--- src/rtl/bist_sram_responder.sv ---
// SRAM responder for the BIST access interface: zero-initialises the array after
// reset and applies a programmable table of stuck-at / transition faults to accesses.
module bist_sram_responder #(
    parameter int ADDR_W     = 6,
    parameter int DATA_W     = 8,
    parameter int NUM_FAULTS = 4,
    localparam int IDX_W     = $clog2(NUM_FAULTS),
    localparam int BIT_W     = $clog2(DATA_W)
) (
    input  logic              clk,
    input  logic              rst,
    input  logic              mem_cs,
    input  logic              mem_we,
    input  logic [ADDR_W-1:0] mem_addr,
    input  logic [DATA_W-1:0] mem_wdata,
    output logic [DATA_W-1:0] mem_rdata,
    output logic              mem_rvalid,
    output logic              mem_ready,
    input  logic              flt_wr,
    input  logic [IDX_W-1:0]  flt_idx,
    input  logic [ADDR_W-1:0] flt_addr,
    input  logic [BIT_W-1:0]  flt_bit,
    input  logic [1:0]        flt_type,
    output logic [15:0]       rd_cnt,
    output logic [15:0]       wr_cnt
);

    localparam int DEPTH = 1 << ADDR_W;

    localparam logic [1:0] FLT_NONE = 2'b00;
    localparam logic [1:0] FLT_SA0  = 2'b01;
    localparam logic [1:0] FLT_SA1  = 2'b10;
    localparam logic [1:0] FLT_TFU  = 2'b11;

    typedef enum logic [0:0] {
        ST_INIT  = 1'b0,
        ST_READY = 1'b1
    } state_t;

    state_t            state_r;
    logic [ADDR_W-1:0] ptr_r;
    logic [DATA_W-1:0] mem_r [DEPTH];

    logic [1:0]        tbl_type_r [NUM_FAULTS];
    logic [ADDR_W-1:0] tbl_addr_r [NUM_FAULTS];
    logic [BIT_W-1:0]  tbl_bit_r  [NUM_FAULTS];

    logic [1:0]        sel_s;
    logic [DATA_W-1:0] sa0_s;
    logic [DATA_W-1:0] sa1_s;
    logic [DATA_W-1:0] tfu_s;
    logic              acc_s;
    logic              rd_acc_s;
    logic              wr_acc_s;
    logic              init_wr_s;
    logic              mem_we_s;
    logic [ADDR_W-1:0] mem_wa_s;
    logic [DATA_W-1:0] mem_wd_s;
    logic [DATA_W-1:0] old_s;

    // Per-bit fault masks for the accessed word; scanning high-to-low lets the lowest index win
    always_comb begin
        sel_s = FLT_NONE;
        sa0_s = '0;
        sa1_s = '0;
        tfu_s = '0;
        for (int b = 0; b < DATA_W; b++) begin
            sel_s = FLT_NONE;
            for (int i = NUM_FAULTS - 1; i >= 0; i--) begin
                if ((tbl_type_r[i] != FLT_NONE) && (tbl_addr_r[i] == mem_addr) &&
                    (tbl_bit_r[i] == BIT_W'(b))) begin
                    sel_s = tbl_type_r[i];
                end else begin
                    sel_s = sel_s;
                end
            end
            case (sel_s)
                FLT_SA0: sa0_s[b] = 1'b1;
                FLT_SA1: sa1_s[b] = 1'b1;
                FLT_TFU: tfu_s[b] = 1'b1;
                default: ;
            endcase
        end
    end

    // Access qualification and array write-port selection (init sweep vs. faulted write)
    always_comb begin
        old_s     = mem_r[mem_addr];
        acc_s     = !rst && (state_r == ST_READY) && mem_cs;
        rd_acc_s  = acc_s && !mem_we;
        wr_acc_s  = acc_s && mem_we;
        init_wr_s = !rst && (state_r == ST_INIT);
        mem_we_s  = init_wr_s || wr_acc_s;
        if (init_wr_s) begin
            mem_wa_s = ptr_r;
            mem_wd_s = '0;
        end else begin
            mem_wa_s = mem_addr;
            // A TF_UP bit keeps its old 0 when asked to rise; stuck-at bits override everything
            mem_wd_s = ((mem_wdata & ~(tfu_s & ~old_s)) & ~sa0_s) | sa1_s;
        end
    end

    // Storage array (no reset: contents are cleared by the INIT sweep)
    always_ff @(posedge clk) begin
        if (mem_we_s) begin
            mem_r[mem_wa_s] <= mem_wd_s;
        end
    end

    // Fault table; an access in the same cycle still sees the previous entries
    always_ff @(posedge clk) begin
        if (rst) begin
            for (int i = 0; i < NUM_FAULTS; i++) begin
                tbl_type_r[i] <= FLT_NONE;
                tbl_addr_r[i] <= '0;
                tbl_bit_r[i]  <= '0;
            end
        end else if (flt_wr) begin
            tbl_type_r[flt_idx] <= flt_type;
            tbl_addr_r[flt_idx] <= flt_addr;
            tbl_bit_r[flt_idx]  <= flt_bit;
        end
    end

    // Control FSM, read pipeline register and saturating access counters
    always_ff @(posedge clk) begin
        if (rst) begin
            state_r    <= ST_INIT;
            ptr_r      <= '0;
            mem_ready  <= 1'b0;
            mem_rdata  <= '0;
            mem_rvalid <= 1'b0;
            rd_cnt     <= 16'd0;
            wr_cnt     <= 16'd0;
        end else begin
            case (state_r)
                ST_INIT: begin
                    ptr_r <= ptr_r + ADDR_W'(1);
                    if (ptr_r == {ADDR_W{1'b1}}) begin
                        state_r   <= ST_READY;
                        mem_ready <= 1'b1;
                    end
                end
                ST_READY: begin
                    mem_ready <= 1'b1;
                end
                default: begin
                    state_r   <= ST_INIT;
                    ptr_r     <= '0;
                    mem_ready <= 1'b0;
                end
            endcase
            mem_rvalid <= rd_acc_s;
            if (rd_acc_s) begin
                mem_rdata <= (old_s & ~sa0_s) | sa1_s;
            end
            if (rd_acc_s && (rd_cnt != 16'hFFFF)) begin
                rd_cnt <= rd_cnt + 16'd1;
            end
            if (wr_acc_s && (wr_cnt != 16'hFFFF)) begin
                wr_cnt <= wr_cnt + 16'd1;
            end
        end
    end

endmodule

--- config.mk ---
export PLATFORM = sky130hd
export DESIGN_NAME = bist_sram_responder
export DESIGN_NICKNAME = d
export VERILOG_FILES = /design/src/rtl/bist_sram_responder.sv
export SDC_FILE = /design/constraint.sdc
export NUM_CORES = 1
export LEC_CHECK = 0
export CAP_MARGIN = 15
export CELL_PAD_IN_SITES_DETAIL_PLACEMENT = 0
export CELL_PAD_IN_SITES_GLOBAL_PLACEMENT = 1
export CORE_UTILIZATION = 50
export DETAILED_ROUTE_END_ITERATION = 10
export GPL_ROUTABILITY_DRIVEN = 0
export PLACE_DENSITY = 0.76
export SETUP_SLACK_MARGIN = 0.4
export SKIP_CTS_REPAIR_TIMING = 1
export SYNTH_ARGS = -nofsm -noshare
export SYNTH_HDL_FRONTEND = slang
export SYNTH_SLANG_ARGS = --single-unit
--- constraint.sdc ---
create_clock -name clk -period 5.65 [get_ports clk]
set_input_delay 0.565 -clock clk [delete_from_list [all_inputs] [get_ports clk]]
set_output_delay 0.565 -clock clk [all_outputs]
set_load 0.05 [all_outputs]
==> summary.txt <==
GRT
  – Vias in the first global route: 14.1k
  – Largest net degree at the start of global routing: 65
  – GRT overflow: 0
  – First-pass GRT wire length: around 90 mm
  – Initial antenna violation count: 0
  – Total GRT Usage: about a quarter

Layout
  – Area growth from synthesis to layout: 13.0%
  – Non-Filler Instances: 2339
  – Share of cells above drive strength 1: between 15 and 20%
  – Antenna diodes: 0
  – Nets: 1653

Status
  – Outcome: complete, no violations

Worst hold path
  – Min-delay worst type: in2reg
  – Hold Path End: mem_rdata[7]$_SDFFE_PP0P_
  – Worst hold stages: 2
  – Min-delay src: rst

Synth
  – Post-synth top area share: between 60% and 70%
  – Mapped Cells: 1539
  – Avg Inst Size Synth: 16.5 um^2
  – Top FF cell, synth: edfxtp_1
  – Sequential cell area fraction in the yosys report: 69.8%
  – Register bit total from synthesis: 605
  – YS warnings: 0
  – Most common library cells after synthesis: edfxtp_1 (556), nor2_1 (149), mux4_2 (110)
  – Number of flops mapped to enable cells by yosys: 556
  – Area leader, netlist: edfxtp_1
  – Largest cells by area after synthesis: edfxtp_1 (66%), mux4_2 (9.8%), dfxtp_1 (3.9%)
  – Ys async rst share: 0%
  – Count leader, synth: edfxtp_1
  – Synth unique cells: 88
  – Post-Syn Area: 0.0253 mm^2
  – Syn nets: 1574

Clock tree
  – CTS tree: yes
  – Root Buffer: clkbuf_16
  – CTS max path bufs: 3
  – Clock latency on the worst-skew pair: 0.63 ns
  – Htree depth: 2
  – Clk sink count: 605
  – CTS Buf Count: 59
  – Worst-path clk slew: 0.07 ns

Floorplanning
  – Die width: roughly 230 um
  – Ports: 74
  – Die ar.: 0.0516 mm^2
  – CORE AREA: 0.0501 mm^2
  – Starting density of the core: 50.6%
  – Die Ht: 227 um
  – FP Rows: 82

Critical path
  – Crit-path leading delay family: compound AO/OA/AOI/OAI gates
  – Crit path kind: in2reg
  – Max stage delay on crit path: ~0.86 ns
  – Critical R2R Capture: mem_r[12][3]$_DFFE_PP_
  – CP Buf/Inv Count: 2
  – Reg-to-reg slack, setup: 1.85 ns
  – Data required, critical path: 6.07 ns
  – Worst reg2reg path depth: 9
  – Critical-path top delay cell: nor4_2
  – Setup crit start kind: input pin
  – Crit path capture type: flop
  – CP Max Fanout: 35
  – Critical path cell sequence: clkdlybuf4s50_1 > xnor2_1 > nand4_2 > nor4_2 > a2111oi_0 > a211oi_1 > a211oi_1 > a21oi_1 > o21a_2 > buf_4
  – Reg-to-reg critical path startpoint: tbl_addr_r[2][3]$_SDFFCE_PN0P_
  – Critical path arrival: 4.68 ns
  – Most used cell, CP: a211oi_1

Place
  – DPL Wire Length: just under 40 mm
  – IO buf count: 73
  – # placed instances: 2229

STA
  – Setup violations, final: 0
  – Rel. slew slack: 32.2%
  – Tcrit/Tclk final: about 75%
  – Max Clock Skew: 0.0203 ns
  – Sum Neg Setup Slack: 0 ns
  – Final Hold Fails: 0
  – Worst slew pin tran: 1.01 ns
  – Max Clock Freq: 235 MHz
  – Tmin final: 4.26 ns
  – RSZ-0062 raised after global routing: false
  – Final slew viol count: 0

Power and ir drop
  – Peak VDD IR: 0.000237 V
  – Net Sw Frac: 21.9%
  – PwrDens: 331 mW/mm^2
  – Clock Power Share: 41.9%
  – Gate power share: 5.7%
  – Sw Pwr: 2.07 mW
  – Reg power frac: 52.4%
  – Leakage power: approximately 9.0 nW
  – Pint: 7.41 mW

Routing
  – Average wire per standard cell: 26.0 um
  – Total wire length: 60.8 mm
  – DRC viols: 0
  – Routed Antenna Nets: 0
  – Vias per inst: 6.12
  – Initial DRC count: 1841
  – First-pass DRT Iterations: 5
  – Via Count: 14.3k

Job
  – Max-cap violations: 0
-- metrics by stage --
step           setup WS (ns)  cell area (um^2)  total power, mW  utilization [%]  hold slack (ns)
6_report                1.39             28600             9.48             57.2            0.271
5_1_grt                 1.10             28600             9.73             57.2            0.291
4_1_cts                 1.45             28600             9.52             57.2            0.249
3_5_place_dp           0.807             26700             5.60             53.3            0.446
3_3_place_gp           0.953             26700             5.60             53.3            0.443
2_1_floorplan           1.03             25300             5.41                -            0.483
-- routing by layer --
metal / up-vias / wire, um / GRT usage [%]
li1: 6281 / - / -
met1: 7280 / 25300 / 32.8
met2: 610 / 28900 / 38.7
met3: 137 / 4430 / 3.85
met4: 0 / 2200 / 9.37
met5: - / 0 / 0
-- worst max path at each step --
stage / cells after the start / endpoint / start / slack, ns
detailed placement: 10 / mem_r[12][3]$_DFFE_PP_ / mem_addr[4] / 0.81
global route: 10 / mem_r[34][3]$_DFFE_PP_ / mem_addr[4] / 1.10
global placement: 10 / mem_r[4][3]$_DFFE_PP_ / mem_addr[4] / 0.95
finish: 10 / mem_r[12][3]$_DFFE_PP_ / mem_addr[4] / 1.39
CTS: 10 / mem_r[6][3]$_DFFE_PP_ / mem_addr[4] / 1.45
floorplan: 10 / mem_r[0][5]$_DFFE_PP_ / mem_addr[3] / 1.03
-- flip-flops by register name (all words and copies together), names as in the netlist --
register / flops
mem_r: 512
mem_rdata: 8
mem_ready: 1
mem_rvalid: 1
ptr_r: 6
rd_cnt: 16
state_r: 1
tbl_addr_r: 24
tbl_bit_r: 12
tbl_type_r: 8
wr_cnt: 16
-- cell type report --
cell class,count,area [um^2]
clock inverters,40,418
repair buffers,95,921
inverters,16,60.1
fillers,3869,21400
flip-flops and latches,605,17700
clock buffers,70,1520
well taps,672,841
multi-input cells,841,7210
-- cells in the final DEF, fill, tap and decap left out, types with 11 or more instances in the layout --
master / count
buf_4: 19
a211oi_1: 15
clkbuf_1: 11
xor2_1: 34
and2_1: 51
edfxtp_1: 556
o21ai_0: 30
o311ai_0: 12
nand3_1: 34
clkbuf_16: 59
xnor2_1: 20
mux2i_1: 38
nand4_1: 18
nand2_1: 55
nor3_1: 13
o211ai_1: 15
o22ai_1: 11
clkinv_1: 12
mux4_2: 110
a21oi_1: 32
dfxtp_1: 49
nand2b_1: 13
or3_1: 11
nor2_1: 148
clkinv_2: 11
inv_1: 15
clkdlybuf4s50_1: 68
nor2b_1: 12
a22o_1: 12
-- kinds of logic after synthesis --
family / synth area share (%)
AND/OR/NAND/NOR: 8.55
XOR/XNOR: 1.87
adder cells (fa/ha/maj): 0.370
AO/OA/AOI/OAI: 5.94
buffers and inverters: 1.98
multiplexers: 11.5
flip-flops: 69.8
-- power groups by stage --
stage	Clock, mW	Combinational [mW]	Sequential, mW
3_5_place_dp	0	0.538	5.06
3_3_place_gp	0	0.533	5.06
2_1_floorplan	0	0.353	5.05
5_1_grt	4.18	0.573	4.97
6_report	3.97	0.541	4.97
4_1_cts	4.01	0.541	4.97
No activity file was read; power rests on OpenSTA's default activity.
